[config.mk]
export PLATFORM = sky130hd
export DESIGN_NAME = ibus_lane_rx
export DESIGN_NICKNAME = d
export VERILOG_FILES = /design/src/rtl/ibus_lane_rx.sv
export SDC_FILE = /design/constraint.sdc
export NUM_CORES = 1
export LEC_CHECK = 0
export ABC_CLOCK_PERIOD_IN_PS = 3390
export BUFFER_PORTS_ARGS = -buffer_cell sky130_fd_sc_hd__buf_4
export CAP_MARGIN = 20
export CORE_UTILIZATION = 35
export CTS_BUF_LIST = sky130_fd_sc_hd__clkbuf_4
export CTS_CLUSTER_DIAMETER = 60
export DETAILED_ROUTE_END_ITERATION = 7
export GPL_TIMING_DRIVEN = 0
export SETUP_SLACK_MARGIN = 0.02
export SLEW_MARGIN = 10
export SYNTH_ARGS = -nofsm -noshare
export SYNTH_HDL_FRONTEND = slang
export SYNTH_SLANG_ARGS = --single-unit
[constraint.sdc]
create_clock -name clk -period 3.39 [get_ports clk]
set_input_delay 0.339 -clock clk [delete_from_list [all_inputs] [get_ports clk]]
set_output_delay 0.339 -clock clk [all_outputs]
set_load 0.05 [all_outputs]
[src/rtl/ibus_lane_rx.sv]
// ibus_lane_rx: deserialises strobe-framed words from the two-lane iBus,
// checks even parity and frame length, and buffers good words in a FIFO.
module ibus_lane_rx #(
    parameter int unsigned DATA_W     = 8,
    parameter int unsigned FIFO_DEPTH = 4
) (
    input  logic                        clk,
    input  logic                        rst,
    input  logic [1:0]                  ibus,
    output logic [DATA_W-1:0]           rx_data,
    output logic                        rx_valid,
    input  logic                        rx_ready,
    output logic [$clog2(FIFO_DEPTH):0] fifo_count,
    output logic                        parity_err,
    output logic                        frame_err,
    output logic                        overflow
);

    localparam int unsigned PTR_W = $clog2(FIFO_DEPTH);
    localparam int unsigned CNT_W = PTR_W + 1;
    localparam int unsigned BC_W  = $clog2(DATA_W + 1);

    typedef enum logic [2:0] {
        S_IDLE,
        S_SHIFT,
        S_PAR,
        S_STOP,
        S_DRAIN
    } state_t;

    state_t              state_q;
    logic [DATA_W-1:0]   shreg_q;
    logic [BC_W-1:0]     bitcnt_q;
    logic                par_q;

    logic [DATA_W-1:0]   mem_q [FIFO_DEPTH];
    logic [PTR_W-1:0]    wr_ptr_q, wr_ptr_d;
    logic [PTR_W-1:0]    rd_ptr_q, rd_ptr_d;
    logic [CNT_W-1:0]    count_d;
    logic [DATA_W-1:0]   head_d;

    logic lane;
    logic strobe;
    logic wr_req;
    logic pop;
    logic full;
    logic wr_acc;
    logic ovf_c;

    assign lane   = ibus[0];
    assign strobe = ibus[1];

    // A completed frame with the strobe back low and even parity is a write request.
    assign wr_req = (state_q == S_STOP) && !strobe && !(^{shreg_q, par_q});
    assign pop    = rx_valid && rx_ready;
    assign full   = (fifo_count == CNT_W'(FIFO_DEPTH));
    // A pop in the same cycle frees a slot, so a full FIFO can still take the word.
    assign wr_acc = wr_req && (!full || pop);
    assign ovf_c  = wr_req && full && !pop;

    // Frame FSM: sampling, framing checks and error pulses.
    always_ff @(posedge clk) begin
        if (rst) begin
            state_q    <= S_IDLE;
            shreg_q    <= '0;
            bitcnt_q   <= '0;
            par_q      <= 1'b0;
            parity_err <= 1'b0;
            frame_err  <= 1'b0;
        end else begin
            parity_err <= 1'b0;
            frame_err  <= 1'b0;
            case (state_q)
                S_IDLE: begin
                    if (strobe) begin
                        shreg_q  <= {shreg_q[DATA_W-2:0], lane};
                        bitcnt_q <= BC_W'(1);
                        state_q  <= S_SHIFT;
                    end
                end
                S_SHIFT: begin
                    if (!strobe) begin
                        frame_err <= 1'b1;
                        state_q   <= S_IDLE;
                    end else begin
                        shreg_q  <= {shreg_q[DATA_W-2:0], lane};
                        bitcnt_q <= bitcnt_q + BC_W'(1);
                        if (bitcnt_q == BC_W'(DATA_W - 1)) begin
                            state_q <= S_PAR;
                        end
                    end
                end
                S_PAR: begin
                    if (!strobe) begin
                        frame_err <= 1'b1;
                        state_q   <= S_IDLE;
                    end else begin
                        par_q   <= lane;
                        state_q <= S_STOP;
                    end
                end
                S_STOP: begin
                    if (strobe) begin
                        frame_err <= 1'b1;
                        state_q   <= S_DRAIN;
                    end else begin
                        parity_err <= ^{shreg_q, par_q};
                        state_q    <= S_IDLE;
                    end
                end
                S_DRAIN: begin
                    if (!strobe) begin
                        state_q <= S_IDLE;
                    end
                end
                default: state_q <= S_IDLE;
            endcase
        end
    end

    // Next pointers, occupancy and the head word seen after this edge.
    always_comb begin
        rd_ptr_d = rd_ptr_q + PTR_W'(pop);
        wr_ptr_d = wr_ptr_q + PTR_W'(wr_acc);
        count_d  = fifo_count;
        if (wr_acc && !pop) begin
            count_d = fifo_count + CNT_W'(1);
        end else if (!wr_acc && pop) begin
            count_d = fifo_count - CNT_W'(1);
        end
        head_d = rx_data;
        if (count_d != '0) begin
            // The word being written becomes the head only when nothing else remains.
            if (wr_acc && (wr_ptr_q == rd_ptr_d)) begin
                head_d = shreg_q;
            end else begin
                head_d = mem_q[rd_ptr_d];
            end
        end
    end

    // FIFO storage; contents need no reset since occupancy gates visibility.
    always_ff @(posedge clk) begin
        if (wr_acc) begin
            mem_q[wr_ptr_q] <= shreg_q;
        end
    end

    // FIFO control and registered output side.
    always_ff @(posedge clk) begin
        if (rst) begin
            wr_ptr_q   <= '0;
            rd_ptr_q   <= '0;
            fifo_count <= '0;
            rx_data    <= '0;
            rx_valid   <= 1'b0;
            overflow   <= 1'b0;
        end else begin
            wr_ptr_q   <= wr_ptr_d;
            rd_ptr_q   <= rd_ptr_d;
            fifo_count <= count_d;
            rx_data    <= head_d;
            rx_valid   <= (count_d != '0);
            overflow   <= ovf_c;
        end
    end

endmodule

==> results.py, run 1 <==
metrics = {
    "status": {
        "status": "finished clean",
    },
    "floorplan": {
        "io_pins": 20,
        "coreArea_um2": 8217,
        "start_util_pct": 36.20,
        "die-area_um2": 8870,
        "die-height_um": 94.18,
        "die_w_um": 94.18,
        "row_count": 33,
    },
    "timing": {
        "finalSetupViolCount": 0,
        "whs_ps": 163.4,
        "finalMaxSlewViolations": 0,
        "finClkSkew_ps": 20.71,
        "fin_ws_ps": 380.3,
        "finalCritPeriodShare_pct": 88.78,
        "worst_pin_slew_ps": 830.2,
        "hold_violations": 0,
        "rsz0062_at_grt": "no",
        "fin_crit_ps": 3010,
        "maxClockFrequency_mhz": 332.3,
        "max_slew_margin_pct": 44.23,
    },
    "drt": {
        "postRouteAntennaNets": 0,
        "wire_per_inst_um": 15.28,
        "via_count": 1965,
        "drt_iter0_drc": 54,
        "first_pass_iters": 4,
        "post-route-drc-count": 0,
        "routed_wl_um": 6022,
        "via_per_inst": 4.987,
    },
    "layout": {
        "instances_no_fill": 394,
        "drive_above_1_share_pct": 21.45,
        "fin_nets": 295,
        "synthToLayoutAreaGrowth_pct": 15.52,
        "antennaDiodeCount": 0,
        "utilization_pct": 41.82,
    },
    "power_and_ir_drop": {
        "intPower_mw": 1.417,
        "p_per_area_nw_per_um2": 643.0,
        "p_clk_share_pct": 25.5,
        "swShare_pct": 35.85,
        "max-vdd-ir-drop_mv": 0.2389,
        "p_comb_share_pct": 31.9,
        "leakagePower_nw": 1.283,
        "pwr-share-seq_pct": 42.6,
        "p_sw_mw": 0.7921,
    },
    "cts": {
        "hold_buffers": 0,
        "post_cts_buffers": 0,
        "htree_levels": 3,
        "cts_buffer_depth": 2,
        "insertion_delay_ps": 430,
        "cts_made_buffers": 9,
        "postCtsResizedCells": 0,
        "cts_tree": "done",
        "cts_sinks": 67,
        "cts_root_buf": "clkbuf_4",
        "clkTransAtPathRegs_ps": 120,
    },
    "min_path": {
        "hp-class": "in2reg",
    },
    "global_routing": {
        "grt_start_max_net_pins": 15,
        "grt_pass1_vias": 1898,
        "grt_overflow": 0,
        "grt.total_usage_pct": 14.89,
        "grt_pass1_wl_um": 9639,
        "antenna_found_initial": 0,
    },
    "synth": {
        "syn_area_um2": 2974,
        "yosys.area.top_type": "edfxtp_1",
        "yosysMostFrequentCell": "dfxtp_1",
        "synth_top_cells_by_area": "edfxtp_1 32%, dfxtp_1 24%, mux4_2 6.1%",
        "synth.distinct_cells": 43,
        "seq_area_frac_synth_pct": 55.87,
        "ys_ff_latch": 67,
        "synth-edff-count": 32,
        "yosysTopAreaCellShare_pct": 32.31,
        "synthArstFlopShare_pct": 0,
        "synth_nets": 263,
        "synth_top_flop_cell": "dfxtp_1",
        "synth_cells": 252,
        "syn_area_per_cell_um2": 11.80,
        "ys_top_cells_by_count": "35 x dfxtp_1, 32 x edfxtp_1, 26 x nand2_1, 23 x a21oi_1, 16 x nor2_1",
        "yosysWarnings": 0,
    },
    "setup_path": {
        "crit_required_ps": 3720,
        "crit_start": "shreg_q[6]$_SDFFE_PP0P_",
        "path_cells": "xor2_1 > xnor3_2 > mux2_4 > a2111o_1 > a32oi_4 > mux2_2",
        "start_kind": "flop",
        "ff2ff_path_depth": 6,
        "crit_end": "rx_data[2]$_SDFFE_PP0P_",
        "crit_fanout": 9,
        "worstSetupPathType": "reg2reg",
        "rr_startpoint": "shreg_q[6]$_SDFFE_PP0P_",
        "critPathCaptureType": "flop",
        "reg2reg_to": "rx_data[2]$_SDFFE_PP0P_",
        "crit_arrival_ps": 3340,
        "slowest_stage": "dfxtp_1",
        "slowest_delay_ps": 550,
        "rrSetupSlack_ps": 380,
    },
    "job": {
        "drv_cap": 0,
    },
    "placement": {
        "io_buffer_count": 19,
        "hpwl_um": 4147,
        "place_ws_ps": 208.3,
        "placed_cells": 378,
        "gp_congestion": 0.7568,
    },
}
-- final cells by class --
cell class                      instances  area (um2)
Clock buffer                            9       67.56
Buffer                                 13       52.55
Multi-Input combinational cell        167        1264
Clock inverter                          7       82.58
Inverter                                5       18.77
Sequential cell                        67        1662
Fill cell                             807        4781
Timing Repair Buffer                   21       157.7
Tap cell                              105       131.4
-- critical path, delay by kind of cell (launching register included) --
kind	cells	cell delay, ps
AOI/OAI and AO/OA	2	910
muxes	2	770
DFF	1	550
xor gates and xnor gates	2	690
-- through the flow --
step | setup TNS [ps] | total power [mW] | cell area (um2)
floorplan | 0 | 1.490 | 2974
global placement | -6263 | 1.657 | 3248
detailed placement | 0 | 1.665 | 3276
CTS | 0 | 2.231 | 3426
global route | 0 | 2.323 | 3436
finish | 0 | 2.209 | 3436
-- layer usage --
layer / vias to the layer above / wire [um] / track usage, %
met3: 9 / 209 / 4.854
met2: 30 / 2904 / 23.97
li1: 983 / - / -
met5: - / 0 / 0
met4: 0 / 67 / 5.000
met1: 943 / 2841 / 18.65
-- power by group through the flow --
stage	clock [mW]	sequential [mW]	combinational, mW
final	0.563	0.942	0.705
after global routing	0.612	0.951	0.760
after CTS	0.581	0.941	0.709
after detailed placement	0	0.960	0.705
after global placement	0	0.957	0.700
after floorplan	0	1.11	0.382
-- worst min path at each step --
stage,startpoint,to,slack (ps),cells past startpoint
3_5_place_dp,bitcnt_q[1]$_SDFFE_PP0P_,bitcnt_q[1]$_SDFFE_PP0P_,470,2
2_1_floorplan,bitcnt_q[1]$_SDFFE_PP0P_,bitcnt_q[1]$_SDFFE_PP0P_,450,2
5_1_grt,ibus[0],shreg_q[0]$_SDFFE_PP0P_,150,3
4_1_cts,ibus[0],par_q$_SDFFE_PP0P_,140,3
3_3_place_gp,bitcnt_q[1]$_SDFFE_PP0P_,bitcnt_q[1]$_SDFFE_PP0P_,460,2
6_report,ibus[0],par_q$_SDFFE_PP0P_,160,3
-- kinds of logic (layout without fill, tap and decap cells) --
logic type	after synthesis	after routing	synth area share, %
buf+inv	18	55	2.398
simple gates	86	86	14.47
flops	67	67	55.87
xor+xnor	13	13	5.300
mux	20	20	10.60
compound gates	42	42	8.835
fa+ha+maj	6	6	2.524
-- registers in the layout (all words and copies together), names as in the netlist --
signal / flops
rx_data: 8
frame_err: 1
rx_valid: 1
overflow: 1
rd_ptr_q: 2
par_q: 1
mem_q: 32
fifo_count: 3
parity_err: 1
state_q: 3
bitcnt_q: 4
shreg_q: 8
wr_ptr_q: 2
-- layout by cell type (no fill, tap or decap), types with 2 or more instances in the layout --
| cell type | netlist | routed |
|---|---|---|
| a21oi_1 | 23 | 23 |
| and3_1 | 4 | 4 |
| buf_4 | 1 | 22 |
| clkbuf_1 | 11 | 11 |
| clkbuf_4 | 0 | 9 |
| clkinvlp_4 | 0 | 2 |
| dfxtp_1 | 35 | 35 |
| edfxtp_1 | 32 | 32 |
| ha_1 | 6 | 6 |
| inv_1 | 5 | 5 |
| inv_6 | 0 | 3 |
| mux2_2 | 8 | 8 |
| mux2i_1 | 3 | 3 |
| mux4_2 | 8 | 8 |
| nand2_1 | 26 | 26 |
| nand3_1 | 12 | 12 |
| nand4b_1 | 2 | 2 |
| nor2_1 | 16 | 15 |
| nor2b_1 | 12 | 12 |
| nor3_1 | 3 | 3 |
| nor3b_1 | 2 | 2 |
| o21ai_0 | 10 | 10 |
| xnor2_1 | 6 | 6 |
| xor2_1 | 4 | 3 |
Power figures use the tool's default switching activity.
==> run 2, diff against run 1 <==
--- a/config.mk
+++ b/config.mk
@@ -10,3 +10,3 @@
 export CAP_MARGIN = 20
-export CORE_UTILIZATION = 35
+export CORE_UTILIZATION = 55
 export CTS_BUF_LIST = sky130_fd_sc_hd__clkbuf_4
@@ -15,2 +15,4 @@
 export GPL_TIMING_DRIVEN = 0
+export MAX_ROUTING_LAYER = met4
+export PLACE_DENSITY = 0.74
 export SETUP_SLACK_MARGIN = 0.02
==> constraint.sdc (replaced) <==
create_clock -name clk -period 3.39 [get_ports clk]
set_input_delay 0.1695 -clock clk [delete_from_list [all_inputs] [get_ports clk]]
set_output_delay 0.1695 -clock clk [all_outputs]
set_load 0.05 [all_outputs]
==> run 2 against run 1 <==
Critical path depth unchanged. Die area fell by 36%. Sequential share of layout area is 1.1 points higher. Via count up 2.1%. Critical path type unchanged.
==> results.py, run 2 (same netlist as run 1, synthesis figures left out) <==
metrics = {
    "drt": {
        "via_count": 2006,
        "routed.top_layer": "met4",
        "first_pass_iters": 4,
        "wl_met2_um": 2799,
        "postRouteAntennaNets": 0,
        "wire_per_inst_um": 15.91,
        "routed_wl_um": 5727,
        "post-route-drc-count": 0,
        "via_per_inst": 5.572,
        "drt_iter0_drc": 99,
        "dr_wl_met3_um": 312,
        "wl_met1_um": 2527,
    },
    "timing": {
        "finalCritPeriodShare_pct": 87.49,
        "rsz0062_at_grt": "no",
        "fin_crit_ps": 2966,
        "worst_pin_slew_ps": 811.8,
        "whs_ps": 61.14,
        "max_slew_margin_pct": 45.88,
        "maxClockFrequency_mhz": 337.2,
        "hold_violations": 0,
        "finalSetupViolCount": 0,
        "finalSetupTns_ps": 0,
        "finClkSkew_ps": 14.28,
        "finalMaxSlewViolations": 0,
    },
    "layout": {
        "register_area_um2": 1662,
        "fillers": 424,
        "synthToLayoutAreaGrowth_pct": 12.92,
        "final_common_cell": "dfxtp_1",
        "antennaDiodeCount": 0,
        "drive_above_1_share_pct": 21.03,
        "fin_nets": 296,
        "final_cell_area_um2": 3358,
        "largestRegisters": "mem_q x32, rx_data x8, shreg_q x8",
        "final_cell_mix": "35 x dfxtp_1, 32 x edfxtp_1, 26 x nand2_1",
        "largest_register_ffs": 32,
        "largest_register": "mem_q",
        "multi_input_area_um2": 1264,
        "utilization_pct": 64.93,
    },
    "global_routing": {
        "grt_pass1_vias": 1906,
        "antenna_found_initial": 0,
        "grt.total_usage_pct": 23.59,
        "grt_pass1_wl_um": 9101,
        "grt_overflow": 0,
        "grt_start_max_net_pins": 12,
    },
    "power_and_ir_drop": {
        "p_clk_share_pct": 21.2,
        "max-vdd-ir-drop_mv": 0.4847,
        "intPower_mw": 1.352,
        "leakagePower_nw": 1.280,
        "power_mw": 2.080,
        "swShare_pct": 34.99,
        "p_per_area_nw_per_um2": 619.3,
        "pwr-share-seq_pct": 45.2,
        "p_sw_mw": 0.7276,
        "p_comb_share_pct": 33.6,
    },
    "cts": {
        "htree_levels": 3,
        "insertion_delay_ps": 410,
        "clkTransAtPathRegs_ps": 100,
        "post_cts_buffers": 0,
        "cts_made_buffers": 9,
        "cts_sinks": 67,
        "cts_tree": "done",
        "cts_buffer_depth": 2,
        "cts_root_buf": "clkbuf_4",
    },
    "floorplan": {
        "die-height_um": 75.54,
        "die_w_um": 75.54,
        "coreArea_um2": 5172,
        "io_pins": 20,
        "die-area_um2": 5706,
        "start_util_pct": 57.50,
        "row_count": 26,
    },
    "setup_path": {
        "slowest_delay_ps": 520,
        "crit_fanout": 9,
        "start_kind": "flop",
        "path_cells": "xor2_1 > xnor3_2 > mux2_4 > a2111o_1 > a32oi_4 > mux2_2",
        "worstSetupPathType": "reg2reg",
        "critPathCaptureType": "flop",
        "crit_arrival_ps": 3270,
        "slowest_stage": "dfxtp_1",
        "crit_required_ps": 3690,
    },
    "placement": {
        "hpwl_um": 3867,
        "gp_congestion": 0.7887,
        "io_buffer_count": 19,
        "placed_area_um2": 3229,
    },
    "min_path": {
        "hp-class": "in2reg",
    },
    "job": {
        "drv_cap": 0,
    },
    "status": {
        "status": "finished clean",
    },
}
==> run 2: cell count changes in the layout (fill, tap and decap cells not counted), sizes merged <==
cell | before | now
bufinv | 1 | 0
clkbuf | 20 | 23
clkinv | 0 | 4
clkinvlp | 2 | 0
dlygate4sd3 | 0 | 1
inv | 9 | 5
==> run 2: path summary, 6_finish.rpt <==
| check | startpoint | slack, ps | cells past startpoint | to |
|---|---|---|---|---|
| worst min-delay path | ibus[1] | 60 | 3 | state_q[2]$_SDFFE_PP0P_ |
| worst max register to register | shreg_q[6]$_SDFFE_PP0P_ | 420 | 6 | rx_data[1]$_SDFFE_PP0P_ |
| worst max-delay path | shreg_q[6]$_SDFFE_PP0P_ | 420 | 6 | rx_data[1]$_SDFFE_PP0P_ |
| worst min register to register | bitcnt_q[1]$_SDFFE_PP0P_ | 500 | 2 | bitcnt_q[1]$_SDFFE_PP0P_ |
==> run 2: routing by layer <==
metal,up-vias,global-route usage [%]
met1,944,29.96
met3,9,4.894
li1,988,-
met5,-,-
met2,65,36.11
met4,0,11.73
==> run 2: cell type report <==
type                            count  area share (%)
Multi-Input combinational cell    167           37.63
Clock inverter                      4          0.5589
Tap cell                           70           2.608
Clock buffer                       12           2.683
Buffer                             13           1.565
Sequential cell                    67           49.48
Inverter                            5          0.5589
Timing Repair Buffer               22           4.918
==> run 2: power groups by stage <==
stage	clock network (mW)	registers, mW	logic [mW]
finish	0.441	0.940	0.699
global route	0.482	0.951	0.755
global placement	0	0.957	0.689
detailed placement	0	0.958	0.701
CTS	0.450	0.939	0.703
floorplan	0	1.11	0.382
==> run 2: worst max-delay path: cells and delay by family (launching register included) <==
family | cells | cell delay [ps]
multiplexers | 2 | 760
flip-flops | 1 | 520
AO/OA/AOI/OAI | 2 | 910
XOR/XNOR | 2 | 680
==> run 2: repair_timing <==
action,CTS,global route
endpoints found under the hold margin,1,0
hold buffers,1,0
gates resized for setup,0,2
endpoints found under the setup margin,0,11
==> run 2: through the flow <==
step / setup slack, ps / cells
2_1_floorplan: 442.6 / 252
3_3_place_gp: -220.1 / 341
3_5_place_dp: 324.6 / 343
4_1_cts: 309.8 / 360
5_1_grt: 186.1 / 360
6_report: 424.1 / 360
